### src/rtl/ffe_pkg.sv
// ----------------------------------------------------------------------------
// ffe_pkg
// Shared definitions for the FFE slicer / MSE monitor:
//   - Gray-coded PAM4 symbol constants
//   - measurement FSM state type
//   - signed saturation range helper
// ----------------------------------------------------------------------------
package ffe_pkg;

  // Gray PAM4 mapping: adjacent levels differ in one bit
  localparam logic [1:0] SYM_M3 = 2'b00;
  localparam logic [1:0] SYM_M1 = 2'b01;
  localparam logic [1:0] SYM_P1 = 2'b11;
  localparam logic [1:0] SYM_P3 = 2'b10;

  typedef enum logic [1:0] {
    IDLE  = 2'd0,
    ACCUM = 2'd1,
    DONE  = 2'd2
  } mse_state_t;

  // Reports whether v lies outside the w-bit two's complement range.
  // Returns {above_max, below_min}; the caller substitutes the rail value.
  function automatic logic [1:0] sat_range(input logic signed [32:0] v,
                                           input int unsigned       w);
    logic signed [32:0] hi;
    logic signed [32:0] lo;
    hi = (33'sd1 <<< (w - 1)) - 33'sd1;
    lo = -(33'sd1 <<< (w - 1));
    return {v > hi, v < lo};
  endfunction

endpackage

### src/rtl/ffe_pam4_decision.sv
// ----------------------------------------------------------------------------
// ffe_pam4_decision
// Combinational PAM4 slicer: compares y against thresholds -2L, 0, +2L,
// selects the ideal level and produces the saturated error y - ideal.
// Ports:
//   y    in  W  signed equalised sample
//   sym  out 2  Gray PAM4 symbol
//   err  out W  signed error, saturated to W bits
// ----------------------------------------------------------------------------
module ffe_pam4_decision
  import ffe_pkg::*;
#(
  parameter int unsigned W     = 12,
  parameter int unsigned LEVEL = 256
) (
  input  logic signed [W-1:0] y,
  output logic        [1:0]   sym,
  output logic signed [W-1:0] err
);

  localparam logic signed [W:0] L1 = (W+1)'(LEVEL);
  localparam logic signed [W:0] L2 = (W+1)'(2 * LEVEL);
  localparam logic signed [W:0] L3 = (W+1)'(3 * LEVEL);

  logic signed [W:0] y_ext;
  logic signed [W:0] ideal;
  logic signed [W:0] err_wide;
  logic        [1:0] flags;

  always_comb begin
    y_ext = {y[W-1], y};
    // ties resolve upward at 0 and +2L, and to -1 at exactly -2L
    if (y_ext >= L2) begin
      sym   = SYM_P3;
      ideal = L3;
    end else if (!y_ext[W]) begin
      sym   = SYM_P1;
      ideal = L1;
    end else if (y_ext >= -L2) begin
      sym   = SYM_M1;
      ideal = -L1;
    end else begin
      sym   = SYM_M3;
      ideal = -L3;
    end
    err_wide = y_ext - ideal;
    flags    = sat_range(33'(err_wide), W);
    if (flags[1]) begin
      err = {1'b0, {(W-1){1'b1}}};
    end else if (flags[0]) begin
      err = {1'b1, {(W-1){1'b0}}};
    end else begin
      err = err_wide[W-1:0];
    end
  end

endmodule

### src/rtl/ffe_pam4_slicer_mse.sv
// ----------------------------------------------------------------------------
// ffe_pam4_slicer_mse
// Slices FFE output into Gray PAM4 symbols with a registered slicer error,
// and measures mean-squared error over a 2^LOG2_WIN sample window on request.
// Ports:
//   data_clk   in   1       sample clock (rising edge)
//   rst        in   1       async reset, active-high
//   load       in   1       enable; 0 flushes outputs and aborts measurement
//   y_valid    in   1       y_in carries a new sample
//   y_in       in   W       signed equalised sample
//   start      in   1       request one MSE window (honoured in IDLE only)
//   sym_out    out  2       Gray PAM4 symbol
//   sym_valid  out  1       sym_out / err_out valid
//   err_out    out  W       signed saturated slicer error
//   busy       out  1       measurement window in progress (ACCUM or DONE)
//   mse_out    out  2W      window mean-squared error, held until next DONE
//   mse_valid  out  1       one-cycle pulse when mse_out updates
// ----------------------------------------------------------------------------
module ffe_pam4_slicer_mse
  import ffe_pkg::*;
#(
  parameter int unsigned IN_OUT_BUS_WIDTH = 12,
  parameter int unsigned LEVEL            = 256,
  parameter int unsigned LOG2_WIN         = 8
) (
  input  logic                                data_clk,
  input  logic                                rst,
  input  logic                                load,
  input  logic                                y_valid,
  input  logic signed [IN_OUT_BUS_WIDTH-1:0]  y_in,
  input  logic                                start,
  output logic        [1:0]                   sym_out,
  output logic                                sym_valid,
  output logic signed [IN_OUT_BUS_WIDTH-1:0]  err_out,
  output logic                                busy,
  output logic        [2*IN_OUT_BUS_WIDTH-1:0] mse_out,
  output logic                                mse_valid
);

  localparam int unsigned W     = IN_OUT_BUS_WIDTH;
  localparam int unsigned ACC_W = 2 * W + LOG2_WIN;

  logic        [1:0]          dec_sym;
  logic signed [W-1:0]        dec_err;

  mse_state_t                 state;
  mse_state_t                 state_nxt;
  logic        [LOG2_WIN-1:0] cnt;
  logic        [ACC_W-1:0]    acc;
  logic        [ACC_W-1:0]    acc_sum;
  logic signed [2*W-1:0]      err_sq;
  logic                       last_sample;

  ffe_pam4_decision #(
    .W     (W),
    .LEVEL (LEVEL)
  ) u_decision (
    .y   (y_in),
    .sym (dec_sym),
    .err (dec_err)
  );

  // Output register: symbol/error hold their value while sym_valid is low
  always_ff @(posedge data_clk or posedge rst) begin
    if (rst) begin
      sym_out   <= SYM_M3;
      sym_valid <= 1'b0;
      err_out   <= '0;
    end else begin
      sym_valid <= load & y_valid;
      if (load && y_valid) begin
        sym_out <= dec_sym;
        err_out <= dec_err;
      end
    end
  end

  always_comb begin
    // square is never negative, so the signed product reads as unsigned
    err_sq      = err_out * err_out;
    acc_sum     = acc + ACC_W'($unsigned(err_sq));
    last_sample = (state == ACCUM) && sym_valid && (cnt == '1);

    state_nxt = state;
    if (!load) begin
      state_nxt = IDLE;
    end else begin
      case (state)
        IDLE:    if (start) state_nxt = ACCUM;
        ACCUM:   if (last_sample) state_nxt = DONE;
        DONE:    state_nxt = IDLE;
        default: state_nxt = IDLE;
      endcase
    end
  end

  always_ff @(posedge data_clk or posedge rst) begin
    if (rst) begin
      state <= IDLE;
    end else begin
      state <= state_nxt;
    end
  end

  // Accumulator/counter; counter wraps to zero on the final sample, which
  // coincides with the DONE transition.
  always_ff @(posedge data_clk or posedge rst) begin
    if (rst) begin
      acc       <= '0;
      cnt       <= '0;
      mse_out   <= '0;
      mse_valid <= 1'b0;
    end else begin
      mse_valid <= 1'b0;
      if (!load) begin
        acc <= '0;
        cnt <= '0;
      end else begin
        case (state)
          IDLE: begin
            if (start) begin
              acc <= '0;
              cnt <= '0;
            end
          end
          ACCUM: begin
            if (sym_valid) begin
              acc <= acc_sum;
              cnt <= cnt + LOG2_WIN'(1);
              if (last_sample) begin
                mse_out   <= acc_sum[ACC_W-1:LOG2_WIN];
                mse_valid <= 1'b1;
              end
            end
          end
          default: ;
        endcase
      end
    end
  end

  assign busy = (state != IDLE);

endmodule

### config.mk
export PLATFORM = sky130hd
export DESIGN_NAME = ffe_pam4_slicer_mse
export DESIGN_NICKNAME = d
export VERILOG_FILES = /design/src/rtl/ffe_pkg.sv /design/src/rtl/ffe_pam4_decision.sv /design/src/rtl/ffe_pam4_slicer_mse.sv
export SDC_FILE = /design/constraint.sdc
export NUM_CORES = 1
export LEC_CHECK = 0
export BUFFER_PORTS_ARGS = -buffer_cell sky130_fd_sc_hd__clkbuf_2
export CAP_MARGIN = 15
export CORE_MARGIN = 1
export CORE_UTILIZATION = 45
export DETAILED_ROUTE_END_ITERATION = 10
export GPL_TIMING_DRIVEN = 1
export PLACE_DENSITY = 0.72
export SYNTH_ARGS = -nofsm -noshare
export SYNTH_HDL_FRONTEND = slang
export SYNTH_SLANG_ARGS = --single-unit
### constraint.sdc
create_clock -name data_clk -period 15.5 [get_ports data_clk]
set_clock_uncertainty 0.05 [all_clocks]
set_input_delay 0 -clock data_clk [delete_from_list [all_inputs] [get_ports data_clk]]
set_output_delay 0 -clock data_clk [all_outputs]
set_load 0.02 [all_outputs]
==> results summary <==
The depth of the CTS H-tree is 3. The routed wire length came out at 22.3 mm. The final max-slew violation count is 0. In this run the most critical hold path is launched from y_in[9]. The setup TNS after final layout came out at 0 ns. Each instance of the synthesized netlist takes up on average 9.16 um^2. The flip-flop cell with the highest count after synthesis is sky130_fd_sc_hd__dfrtp_1. STA classifies the critical path endpoint as a register. The via density per instance came out at 5.37. The number of antenna violations at the first check in global routing is 0. The global-route wire length before repair came out at 37.8 mm. The worst-case clock buffer depth came out at 2. The cell chosen for the clock root is sky130_fd_sc_hd__clkbuf_16. The final setup violation count came out at 0. The max-cap check violation count is 0. The area of the core region is 0.0213 mm^2. For this run, asynchronously set or reset flops after synthesis account for 100%.

The register bit count reported by yosys came out at 82. When the netlist entered floorplanning its net count stood at 1309. Along the worst path, the maximum fanout reaches 15.

The floorplan has 53 rows. In this run the worst setup path begins at err_out[11]. The number of remaining DRC errors came out at 0.

In this run, synthesis inferred 0 flip-flops with an integrated enable. The setup path with the least slack is of type reg2reg. During placement, the flow inserted port buffers numbering 57.

The count of antenna-violating nets left after detailed routing came out at 0. The transition at the pin with the smallest max-transition slack came out at 0.804 ns. STA classifies the critical path startpoint as a register. Ranked by instance count, the synthesized netlist is headed by sky130_fd_sc_hd__inv_1 (208), sky130_fd_sc_hd__fa_1 (121), sky130_fd_sc_hd__nand2_1 (111). The relative slew slack came out at 46.4%.

The maximum clock rate is 125 MHz. The clock insertion delay at the later pin of the skew report came out at 0.35 ns. Setup repair after global routing left no endpoint under its margin. For this design, the sink count on the clock tree is 82. Dividing the final minimum period by the clock period gives 51.7%.

The arrival time at the worst endpoint came out at 8.23 ns. OpenSTA, run right after detailed placement, puts the worst setup slack at 7.54 ns. Yosys mapped the design onto 66 distinct sky130hd cell types. The cell type with the largest total area after synthesis is sky130_fd_sc_hd__fa_1. For this design the top-level I/O count stands at 58. Once detailed placement completed, the half-perimeter wirelength came to 17.7 mm. The worst hold path belongs to the class in2reg.

The clock transition time at the flip-flop clock pins of the worst setup and hold paths came out at 0.06 ns. For this run, the detailed router's first-pass iteration total came to 5. The layout overhead on the synthesized area came out at 9.61%. The flow ran to the end, and the final reports show no timing, DRC or antenna violations.

TritonCTS built the clock tree. The number of design-rule violations left by the first detailed-router iteration is 425. The area of the mapped netlist is 0.00987 mm^2. The number of nets in the final layout is 1364. The pin count of the biggest net entering global routing came out at 63. The routed via count came out at 7577. The initial cell density of the core came out at 46.4%.

The die covers 0.0225 mm^2. In this run the vertical extent of the chip is 150 um. The via count of the first global-routing pass came out at 7733. The endpoint required time on the critical path is 15.71 ns.

The clock period minus worst slack came out at 8.02 ns. The area share of the largest cell type after synthesis came out at 24.5%. The combined global-route utilization of all metal layers came out at 21.4%.

The final weighted congestion in routability-driven placement is 0.871. The number of clock buffers added by TritonCTS is 9. For this run the aggregate overflow at the end of global routing stands at 0.

Yosys attributes the largest share of cell area to sky130_fd_sc_hd__fa_1 (25%), sky130_fd_sc_hd__dfrtp_1 (21%), sky130_fd_sc_hd__ha_1 (12%). Yosys printed 0 warnings. The filler cell count in the final layout is 1939. In this run the critical register-to-register path is launched from err_out[11]. The width of the die is 150 um. Dividing the detail-routed wire length by the instance count gives 15.8 um. Yosys instantiated no cell more often than sky130_fd_sc_hd__inv_1. The setup slack after layout is 7.48 ns. The antenna diode instance count came out at 0. The hold violation count in the final report came out at 0. The number of cells produced by synthesis came out at 1077. The fraction of final layout cells sized beyond drive strength 1 came out at 9.60%. After synthesis, flip-flops and latches occupy 20.8% of the total area.
[layout by cell type (no fill, tap or decap), types with 8 or more instances in the layout]
cell type and instances:
sky130_fd_sc_hd__inv_1 207, sky130_fd_sc_hd__fa_1 121, sky130_fd_sc_hd__nand2_1 111, sky130_fd_sc_hd__ha_1 94, sky130_fd_sc_hd__dfrtp_1 82, sky130_fd_sc_hd__clkbuf_2 57
sky130_fd_sc_hd__o21ai_0 51, sky130_fd_sc_hd__nor2_1 49, sky130_fd_sc_hd__a21oi_1 40, sky130_fd_sc_hd__xnor2_1 39, sky130_fd_sc_hd__and2_1 27, sky130_fd_sc_hd__xor2_1 18
sky130_fd_sc_hd__a21o_1 15, sky130_fd_sc_hd__dlygate4sd3_1 13, sky130_fd_sc_hd__and3_1 12, sky130_fd_sc_hd__a31oi_1 11, sky130_fd_sc_hd__a22o_1 11, sky130_fd_sc_hd__nand3_1 10
sky130_fd_sc_hd__nor3_1 10, sky130_fd_sc_hd__a221o_1 10, sky130_fd_sc_hd__o31ai_1 9, sky130_fd_sc_hd__clkbuf_16 9, sky130_fd_sc_hd__nand4_1 8, sky130_fd_sc_hd__o21bai_1 8
sky130_fd_sc_hd__mux2_2 8
[kinds of logic (layout without fill, tap and decap cells)]
family / count (synthesis) / in the layout / share of synthesized area, %
compound gates: 212 / 212 / 14.8
xor+xnor: 57 / 57 / 5.06
fa+ha+maj: 215 / 215 / 36.5
buf+inv: 240 / 298 / 9.25
flops: 82 / 82 / 20.8
mux: 11 / 11 / 1.22
simple gates: 260 / 260 / 12.4
[worst max-delay path: stages (launching register included)]
cell and delay (ns):
sky130_fd_sc_hd__dfrtp_1 0.57, sky130_fd_sc_hd__inv_1 0.42, sky130_fd_sc_hd__nor2_1 0.12, sky130_fd_sc_hd__fa_1 0.55, sky130_fd_sc_hd__inv_1 0.05, sky130_fd_sc_hd__fa_1 0.52, sky130_fd_sc_hd__inv_1 0.06, sky130_fd_sc_hd__fa_1 0.51
sky130_fd_sc_hd__fa_1 0.55, sky130_fd_sc_hd__inv_1 0.06, sky130_fd_sc_hd__fa_1 0.53, sky130_fd_sc_hd__inv_1 0.04, sky130_fd_sc_hd__ha_1 0.34, sky130_fd_sc_hd__a21o_1 0.20, sky130_fd_sc_hd__a21oi_1 0.24, sky130_fd_sc_hd__o211ai_1 0.20
sky130_fd_sc_hd__a21oi_1 0.27, sky130_fd_sc_hd__o21bai_1 0.13, sky130_fd_sc_hd__o31ai_1 0.27, sky130_fd_sc_hd__xnor2_1 0.16, sky130_fd_sc_hd__ha_1 0.31, sky130_fd_sc_hd__and3_1 0.22, sky130_fd_sc_hd__and2_1 0.17, sky130_fd_sc_hd__a221oi_2 0.32
sky130_fd_sc_hd__o21ai_0 0.18, sky130_fd_sc_hd__nor2_1 0.50, sky130_fd_sc_hd__o21ai_0 0.19, sky130_fd_sc_hd__a31oi_1 0.18
[layer usage]
layer	global-route usage, %	wire length [um]
met5	0	0
met4	4.95	347
met3	3.82	977
met2	36.3	10900
met1	28.5	10100
[cell type report]
cell class | count | area [um^2] | area share, %
multi-input combinational | 755 | 6900 | 63.8
sequential | 82 | 2050 | 19.0
inverter | 209 | 786 | 7.26
timing repair buffer | 75 | 453 | 4.19
tap | 275 | 344 | 3.18
clock buffer | 12 | 267 | 2.46
clock inverter | 2 | 12.5 | 0.116
[flip-flops by register name, indices dropped and copies added (netlist names)]
| name | count |
|---|---|
| mse_valid | 1 |
| sym_valid | 1 |
| cnt | 8 |
| state | 2 |
| sym_out | 2 |
| err_out | 12 |
| acc | 32 |
| mse_out | 24 |
[timing repair]
| action | CTS | global route |
|---|---|---|
| hold endpoints to repair | 31 | 0 |
| buffers inserted | 0 | 0 |
| gates resized for setup | 0 | 0 |
| hold buffers | 13 | 0 |
[path summary, 6_finish.rpt]
kind,end,slack [ns],cells after the start
setup / recovery,mse_out[18],7.48,27
max in group asynchronous,err_out[1],14.15,4
hold reg to reg,mse_out[15],0.43,2
min in group asynchronous,mse_valid,0.13,3
hold / removal,sym_out[0],0.02,4
setup reg to reg,mse_out[18],7.48,27
[through the flow]
stage | util (%) | cell area [um^2] | hold WS [ns] | cells
finish | 50.8 | 10800 | 0.0189 | 1410
global route | 50.8 | 10800 | 0.0703 | 1410
CTS | 50.8 | 10800 | 0.00317 | 1410
detailed placement | 48.9 | 10400 | -0.0587 | 1383
global placement | 48.9 | 10400 | -0.0703 | 1383
floorplan | - | 9870 | 0.0958 | 1077
Power is not shown: default switching activity piles up to over one toggle a cycle in this logic, so the estimate is an artifact.
